$ cat config.mk
export PLATFORM = sky130hd
export DESIGN_NAME = cfg_chain_loader
export DESIGN_NICKNAME = d
export VERILOG_FILES = /design/src/rtl/cfg_chain_loader.sv
export SDC_FILE = /design/constraint.sdc
export NUM_CORES = 1
export LEC_CHECK = 0
export CAP_MARGIN = 15
export CORE_MARGIN = 2
export CORE_UTILIZATION = 55
export DETAILED_ROUTE_END_ITERATION = 10
export PLACE_DENSITY = 0.84
export SETUP_SLACK_MARGIN = 0.02
export SLEW_MARGIN = 20
export SYNTH_ARGS = -nofsm -noshare
export SYNTH_HDL_FRONTEND = slang
export SYNTH_SLANG_ARGS = --single-unit
$ cat constraint.sdc
create_clock -name clk -period 3.86 [get_ports clk]
set_input_delay 0.772 -clock clk [delete_from_list [all_inputs] [get_ports clk]]
set_output_delay 0.772 -clock clk [all_outputs]
set_load 0.02 [all_outputs]
$ cat src/rtl/cfg_chain_loader.sv
// Dual-bank configuration chain loader: takes host words, shifts CHAIN_LEN bits onto chains A/B.
// Optional CRC-16 readback signature of the chain tails when CFG_READBACK_EN is defined.
module cfg_chain_loader #(
    parameter int CHAIN_LEN = 30,
    parameter int WORD_W    = 32
) (
    input  logic              clk,
    input  logic              nrst,
    input  logic              start,
    input  logic              abort,
    input  logic [WORD_W-1:0] cfg_word,
    input  logic              cfg_valid,
    output logic              cfg_ready,
    output logic              chain_en,
    output logic              chain_dinA,
    output logic              chain_dinB,
    input  logic              chain_doutA,
    input  logic              chain_doutB,
    output logic              busy,
    output logic              done,
    output logic              loaded
`ifdef CFG_READBACK_EN
    ,
    output logic [15:0]       sig
`endif
);

    localparam int HALF_W = WORD_W / 2;
    localparam int CNT_W  = $clog2(CHAIN_LEN + 1);
    localparam int IDX_W  = $clog2(HALF_W + 1);

    localparam logic [CNT_W-1:0] CNT_LAST = CNT_W'(CHAIN_LEN - 1);
    localparam logic [CNT_W-1:0] CNT_ONE  = CNT_W'(1);
    localparam logic [IDX_W-1:0] IDX_LAST = IDX_W'(HALF_W - 1);
    localparam logic [IDX_W-1:0] IDX_ONE  = IDX_W'(1);

    localparam logic [1:0] IDLE   = 2'd0;
    localparam logic [1:0] LOAD   = 2'd1;
    localparam logic [1:0] SHIFT  = 2'd2;
    localparam logic [1:0] FINISH = 2'd3;

    logic [1:0]        state_reg, state_next;
    logic [CNT_W-1:0]  cnt_reg, cnt_next;
    logic [IDX_W-1:0]  idx_reg, idx_next;
    logic [HALF_W-1:0] buf_a_reg, buf_a_next;
    logic [HALF_W-1:0] buf_b_reg, buf_b_next;
    logic              en_reg, en_next;
    logic              din_a_reg, din_a_next;
    logic              din_b_reg, din_b_next;
    logic              done_reg, done_next;
    logic              loaded_reg, loaded_next;
    logic              start_accept;

    // abort has priority over a simultaneous start while idle
    assign start_accept = (state_reg == IDLE) && start && !abort;

    always_comb begin
        state_next  = state_reg;
        cnt_next    = cnt_reg;
        idx_next    = idx_reg;
        buf_a_next  = buf_a_reg;
        buf_b_next  = buf_b_reg;
        en_next     = 1'b0;
        din_a_next  = 1'b0;
        din_b_next  = 1'b0;
        done_next   = 1'b0;
        loaded_next = loaded_reg;

        if (abort && (state_reg != IDLE)) begin
            state_next  = IDLE;
            loaded_next = 1'b0;
        end else begin
            case (state_reg)
                IDLE: begin
                    if (start_accept) begin
                        state_next  = LOAD;
                        loaded_next = 1'b0;
                        cnt_next    = '0;
                    end
                end
                LOAD: begin
                    if (cfg_valid) begin
                        // first bit goes out the very next cycle; buffers hold the rest
                        state_next = SHIFT;
                        idx_next   = '0;
                        en_next    = 1'b1;
                        din_a_next = cfg_word[0];
                        din_b_next = cfg_word[HALF_W];
                        buf_a_next = cfg_word[HALF_W-1:0] >> 1;
                        buf_b_next = cfg_word[WORD_W-1:HALF_W] >> 1;
                    end
                end
                SHIFT: begin
                    cnt_next = cnt_reg + CNT_ONE;
                    idx_next = idx_reg + IDX_ONE;
                    if (cnt_reg == CNT_LAST) begin
                        state_next  = FINISH;
                        done_next   = 1'b1;
                        loaded_next = 1'b1;
                    end else if (idx_reg == IDX_LAST) begin
                        state_next = LOAD;
                    end else begin
                        en_next    = 1'b1;
                        din_a_next = buf_a_reg[0];
                        din_b_next = buf_b_reg[0];
                        buf_a_next = buf_a_reg >> 1;
                        buf_b_next = buf_b_reg >> 1;
                    end
                end
                FINISH: state_next = IDLE;
                default: state_next = IDLE;
            endcase
        end
    end

    always_ff @(posedge clk or negedge nrst) begin
        if (!nrst) begin
            state_reg  <= IDLE;
            cnt_reg    <= '0;
            idx_reg    <= '0;
            buf_a_reg  <= '0;
            buf_b_reg  <= '0;
            en_reg     <= 1'b0;
            din_a_reg  <= 1'b0;
            din_b_reg  <= 1'b0;
            done_reg   <= 1'b0;
            loaded_reg <= 1'b0;
        end else begin
            state_reg  <= state_next;
            cnt_reg    <= cnt_next;
            idx_reg    <= idx_next;
            buf_a_reg  <= buf_a_next;
            buf_b_reg  <= buf_b_next;
            en_reg     <= en_next;
            din_a_reg  <= din_a_next;
            din_b_reg  <= din_b_next;
            done_reg   <= done_next;
            loaded_reg <= loaded_next;
        end
    end

    assign cfg_ready  = (state_reg == LOAD);
    assign busy       = (state_reg != IDLE);
    assign chain_en   = en_reg;
    assign chain_dinA = din_a_reg;
    assign chain_dinB = din_b_reg;
    assign done       = done_reg;
    assign loaded     = loaded_reg;

`ifdef CFG_READBACK_EN
    logic [15:0] sig_reg;

    function automatic logic [15:0] crc_step(input logic [15:0] c, input logic b);
        crc_step = {c[14:0], 1'b0} ^ ((c[15] ^ b) ? 16'h1021 : 16'h0000);
    endfunction

    // chain A tail is folded in before chain B tail on every shift cycle
    always_ff @(posedge clk or negedge nrst) begin
        if (!nrst) begin
            sig_reg <= 16'hFFFF;
        end else if (start_accept) begin
            sig_reg <= 16'hFFFF;
        end else if (en_reg) begin
            sig_reg <= crc_step(crc_step(sig_reg, chain_doutA), chain_doutB);
        end
    end

    assign sig = sig_reg;
`else
    logic unused_dout;
    assign unused_dout = chain_doutA ^ chain_doutB;
`endif

endmodule

* After elaboration in Yosys (flattened, before gate mapping)
Index checks and enable logic that the tools add are counted.
** Cells by class
- $add $sub $neg :: 2
- Eq/ne operators :: 13
- Muxes and demuxes :: 40
- Bitwise gates (word level) :: 1
- Reduce and logical (&&, ||, !) cells :: 14
** Operators by type and width (number)
- two-way mux 16 bit :: 6
- one-hot mux 16 bit (2 select lines) :: 2
- one-hot mux 5 bit (2 select lines) :: 2
- two-way mux 1 bit :: 18
- AND reduction 3 bit :: 4
- adder 5 x 1 -> 5 bit, second input constant :: 2
- two-way mux 2 bit :: 5
- two-way mux 5 bit :: 2
- inequality test 2 bit, second input constant :: 4
- one-hot mux 1 bit (2 select lines) :: 4
- one-hot mux 2 bit (4 select lines) :: 1
- inequality test 3 x 2 -> 1 bit, second input constant :: 2
- nonzero test 2 bit :: 3
- equality test 5 x 4 -> 1 bit, second input constant :: 1
- equality test 5 bit, second input constant :: 1
- AND reduction 5 bit :: 1
- equality test 2 bit, second input constant :: 2
- inequality test 4 bit, second input constant :: 1
- logical AND 1 bit :: 3
- inequality test 3 bit, second input constant :: 1
- nonzero test 3 bit :: 1
- equality test 2 x 1 -> 1 bit, second input constant :: 1
- zero test 2 bit :: 1
- zero test 1 bit :: 1
- NOT 1 bit :: 1
** Storage, ports and cells
- Flip-flop bits (word level) :: 49
- Output and inout port bits :: 7

* Longest topological paths before layout
- Word-level depth :: 6
- Depth in mapped cells :: 9

* Worst setup path after synthesis
Ideal clock, no wire load.
- Kind :: reg2reg
- From :: reg idx_reg[0]
- To :: reg buf_a_reg[10]
- Library setup time :: 0.137 ns
- Arrival :: 1.806 ns
- Data required time :: 3.723 ns
- Path slack :: 1.917 ns
- Stages on the path, launching flop included :: 9
- Buffers on the path :: 1
- Cell sequence :: dfrtp_1 -> ha_1 -> and3_1 -> ha_1 -> a41oi_4 -> nand4_4 -> buf_4 -> o22ai_1 -> a21oi_1
** On the way
- Longest elaborated chain between the ends :: 3
** RTL lines
- start: declaration :: RTL line 44 : logic [IDX_W-1:0] idx_reg, idx_next;
- start signal: assignment :: RTL line 131 : idx_reg <= idx_next;
- equality test 5 x 4 -> 1 bit :: RTL line 100 : end else if (idx_reg == IDX_LAST) begin
- inequality test 2 bit (no line)
- AND reduction 5 bit (no line)
- end signal: assignment :: RTL line 132 : buf_a_reg <= buf_a_next;
- end: declaration :: RTL line 45 : logic [HALF_W-1:0] buf_a_reg, buf_a_next;
Every way passes these cells.
A chain may end at the register's enable or synchronous reset.

* Worst setup path in the final report
- From :: in abort
- To :: reg buf_a_reg[10]
** On the way
- Longest elaborated chain between the ends :: 3
** RTL lines
- start: declaration :: RTL line 10 : input logic abort,
- logical AND 1 bit :: RTL line 69 : if (abort && (state_reg != IDLE)) begin
- NOT 1 bit (no line)
- AND reduction 5 bit (no line)
Every way passes these cells.

==> reports/qor.txt <==
Register area share after synthesis - 0.4932
Clock network power share - 0.129
First-pass GRT wire length - 8907 um
Total chip power - 2.195 mW
Routed wire per std cell - 15.61 um
Initial antenna violation count - 0
Synth cell types - 39
Placer Congestion - 0.7509
Pwr dens - 760.5 nW/um^2
Worst path setup slack after routing - 1253 ps
Post-CTS Setup Bufs - 0
Data arrival, critical path - 2830 ps
Initial Util - 0.5836
Synth Area per Inst - 9.895 sq um
Util after Layout - 0.7064
Via count - 2,007
Pin count of the biggest net entering global routing - 48
Placed inst area - 2800 sq um
CP max FO - 17
Register-to-register setup slack - 1420 ps
Total CTS buffers - 5
Seq pwr share - 0.389
Worst hold slack - 463.8 ps
CORE AREA - 4086 sq um
Least-Margin Pin Slew - 735.0 ps
Io pins - 46
Commonest non-fill, non-tap cell in the layout - o22ai_1
Share of layout cells above drive strength 1 - 0.07554
Clock skew - 6.442 ps
CP endpoint kind - flip-flop
Clock buffer depth - 2
IO Port Bufs - 43
Critical path required time - 4090 ps
Final period util - 0.6755
Slew Limit Fails - 0
H-tree lvl count - 2
Rows - 23
R2R cell count - 7
Final wirelength - 5119 um
DR DRC count - 0
RSZ-0062 raised after global routing - false
Most frequent cells in the layout - o22ai_1, dfrtp_1, clkdlybuf4s50_1
Initial DRC Count - 197
Peak VDD IR - 0.4732 mV
Pleak - 1.137 nW
Critical path launch point type - input pin
Mapped Nets - 288
Comb power frac - 0.481
CTS tree - done
Via-to-Cell Ratio - 6.119
Dpl cells - 320
MaxCap Viol Count - 0
CTS root buf - clkbuf_8
Antenna Cells - 0
#FFs+latches synth - 47
Tmin final - 2607 ps
Sw frac - 0.4264
Nets - 324
Setup Viol. Count Final - 0
Area grow syn2layout - 21.04%
Final Non-Filler Cells - 328
Number of global-route vias before repair - 1,944
Clk sink count - 47
Max Clock Freq - 0.3835 GHz
R2r startpoint - state_reg[0]
Crit path kind - input pin to flip-flop
Worst-path cell chain - clkdlybuf4s50_1 -> nand2b_1 -> and3_1 -> buf_4 -> o22ai_1 -> a21oi_1
Fillers - 328
Final hold violations - 0
CTS resizes - 0
Total die area - 4879 sq um
Drt pass-1 iters - 4
Clock Latency Late Sink - 300 ps
Chip Width - 69.85 um
Maximum single-stage delay on the critical path - 580 ps
GRT overflow - 0
Die height - 69.85 um
Antenna-violating nets left - 0
Hold-fix buffers, CTS - 0
Fin area - 2887 sq um
Worst reg2reg path endpoint - buf_a_reg[10]
Gr usage total - 0.2236
P_int - 1.259 mW
Synthesized area - 2385 sq um
Cells after Synth - 241
Warning count from the yosys run - 0
DP Wirelength - 3372 um
Setup TNS - 0 ps
Post-Place Worst Slack - 960.6 ps
Outcome - finished, final reports clean
Relative slew slack - 0.5088
Clock transition at the registers of the reported paths - 90 ps
Psw - 0.9361 mW
Min-Delay Path Class - input pin to async pin
Slowest CP cell - and3_1
cells in the mapped netlist (all sizes together):
| library cell | instances | area [sq um] |
|---|---|---|
| and3 | 2 | 12.51 |
| nand3 | 12 | 72.57 |
| nand4 | 3 | 40.04 |
| buf | 11 | 72.57 |
| o2bb2ai | 1 | 8.760 |
| dfrtp | 47 | 1176 |
| or2 | 3 | 18.77 |
| o31ai | 1 | 7.510 |
| a31o | 1 | 8.760 |
| a22oi | 2 | 15.01 |
| nand2b | 3 | 21.27 |
| nand2 | 18 | 67.56 |
| nor2 | 7 | 26.28 |
| inv | 7 | 26.28 |
| a32o | 1 | 10.01 |
| nor2b | 1 | 6.260 |
| ha | 8 | 100.1 |
| clkbuf | 6 | 22.52 |
| o21a | 1 | 7.510 |
| or4 | 1 | 7.510 |
| a21oi | 31 | 155.2 |
| o22ai | 54 | 337.8 |
| nand3b | 2 | 15.01 |
| a211oi | 1 | 7.510 |
| a211o | 1 | 8.760 |
| or3 | 1 | 6.260 |
| o22a | 1 | 8.760 |
| o211ai | 1 | 7.510 |
| o21ai | 6 | 30.03 |
| a41oi | 1 | 27.53 |
| a22o | 4 | 35.03 |
| nand4b | 2 | 17.52 |
cell type report:
class | instances | area, sq um | share of cell area
flip-flops and latches | 47 | 1176 | 0.4075
multi-input cells | 170 | 1087 | 0.3767
repair buffers | 46 | 450.4 | 0.1560
clock buffers | 5 | 68.82 | 0.02384
well taps | 50 | 62.56 | 0.02167
inverters | 7 | 26.28 | 0.009103
clock inverters | 3 | 15.01 | 0.005202
layer usage:
layer  vias up  global-route usage  part of all wire
met4         0             0.07265             0.012
met1       951              0.3049              0.46
met3         7             0.05483             0.050
li1        998                   -                 -
met2        51              0.3524              0.48
met5         -                   0                 0
critical path, delay by kind of cell:
| kind | cells | cell delay [ps] |
|---|---|---|
| simple gates | 2 | 970 |
| buf+inv | 2 | 810 |
| compound gates | 2 | 270 |
worst max-delay path by stage:
stage | start | end | cells after the start
final | abort | buf_a_reg[10] | 6
after global routing | abort | buf_b_reg[3] | 5
after global placement | abort | buf_a_reg[6] | 6
after CTS | abort | buf_a_reg[10] | 6
after detailed placement | abort | buf_a_reg[10] | 6
after floorplan | idx_reg[0] | buf_a_reg[10] | 8
cell families after synthesis:
group / share of synthesized area
compound gates: 0.2833
simple gates: 0.1306
flops: 0.4932
buf+inv: 0.05089
fa+ha+maj: 0.04197
power by group through the flow:
stage                     Clock [mW]  Combinational, mW  Sequential (mW)
after floorplan                    0              0.858            0.830
after global placement             0               1.02            0.849
after detailed placement           0               1.06            0.861
after CTS                      0.294               1.06            0.850
after global routing           0.318               1.19            0.878
final                          0.284               1.06            0.854
(Power assumes the default switching activity.)
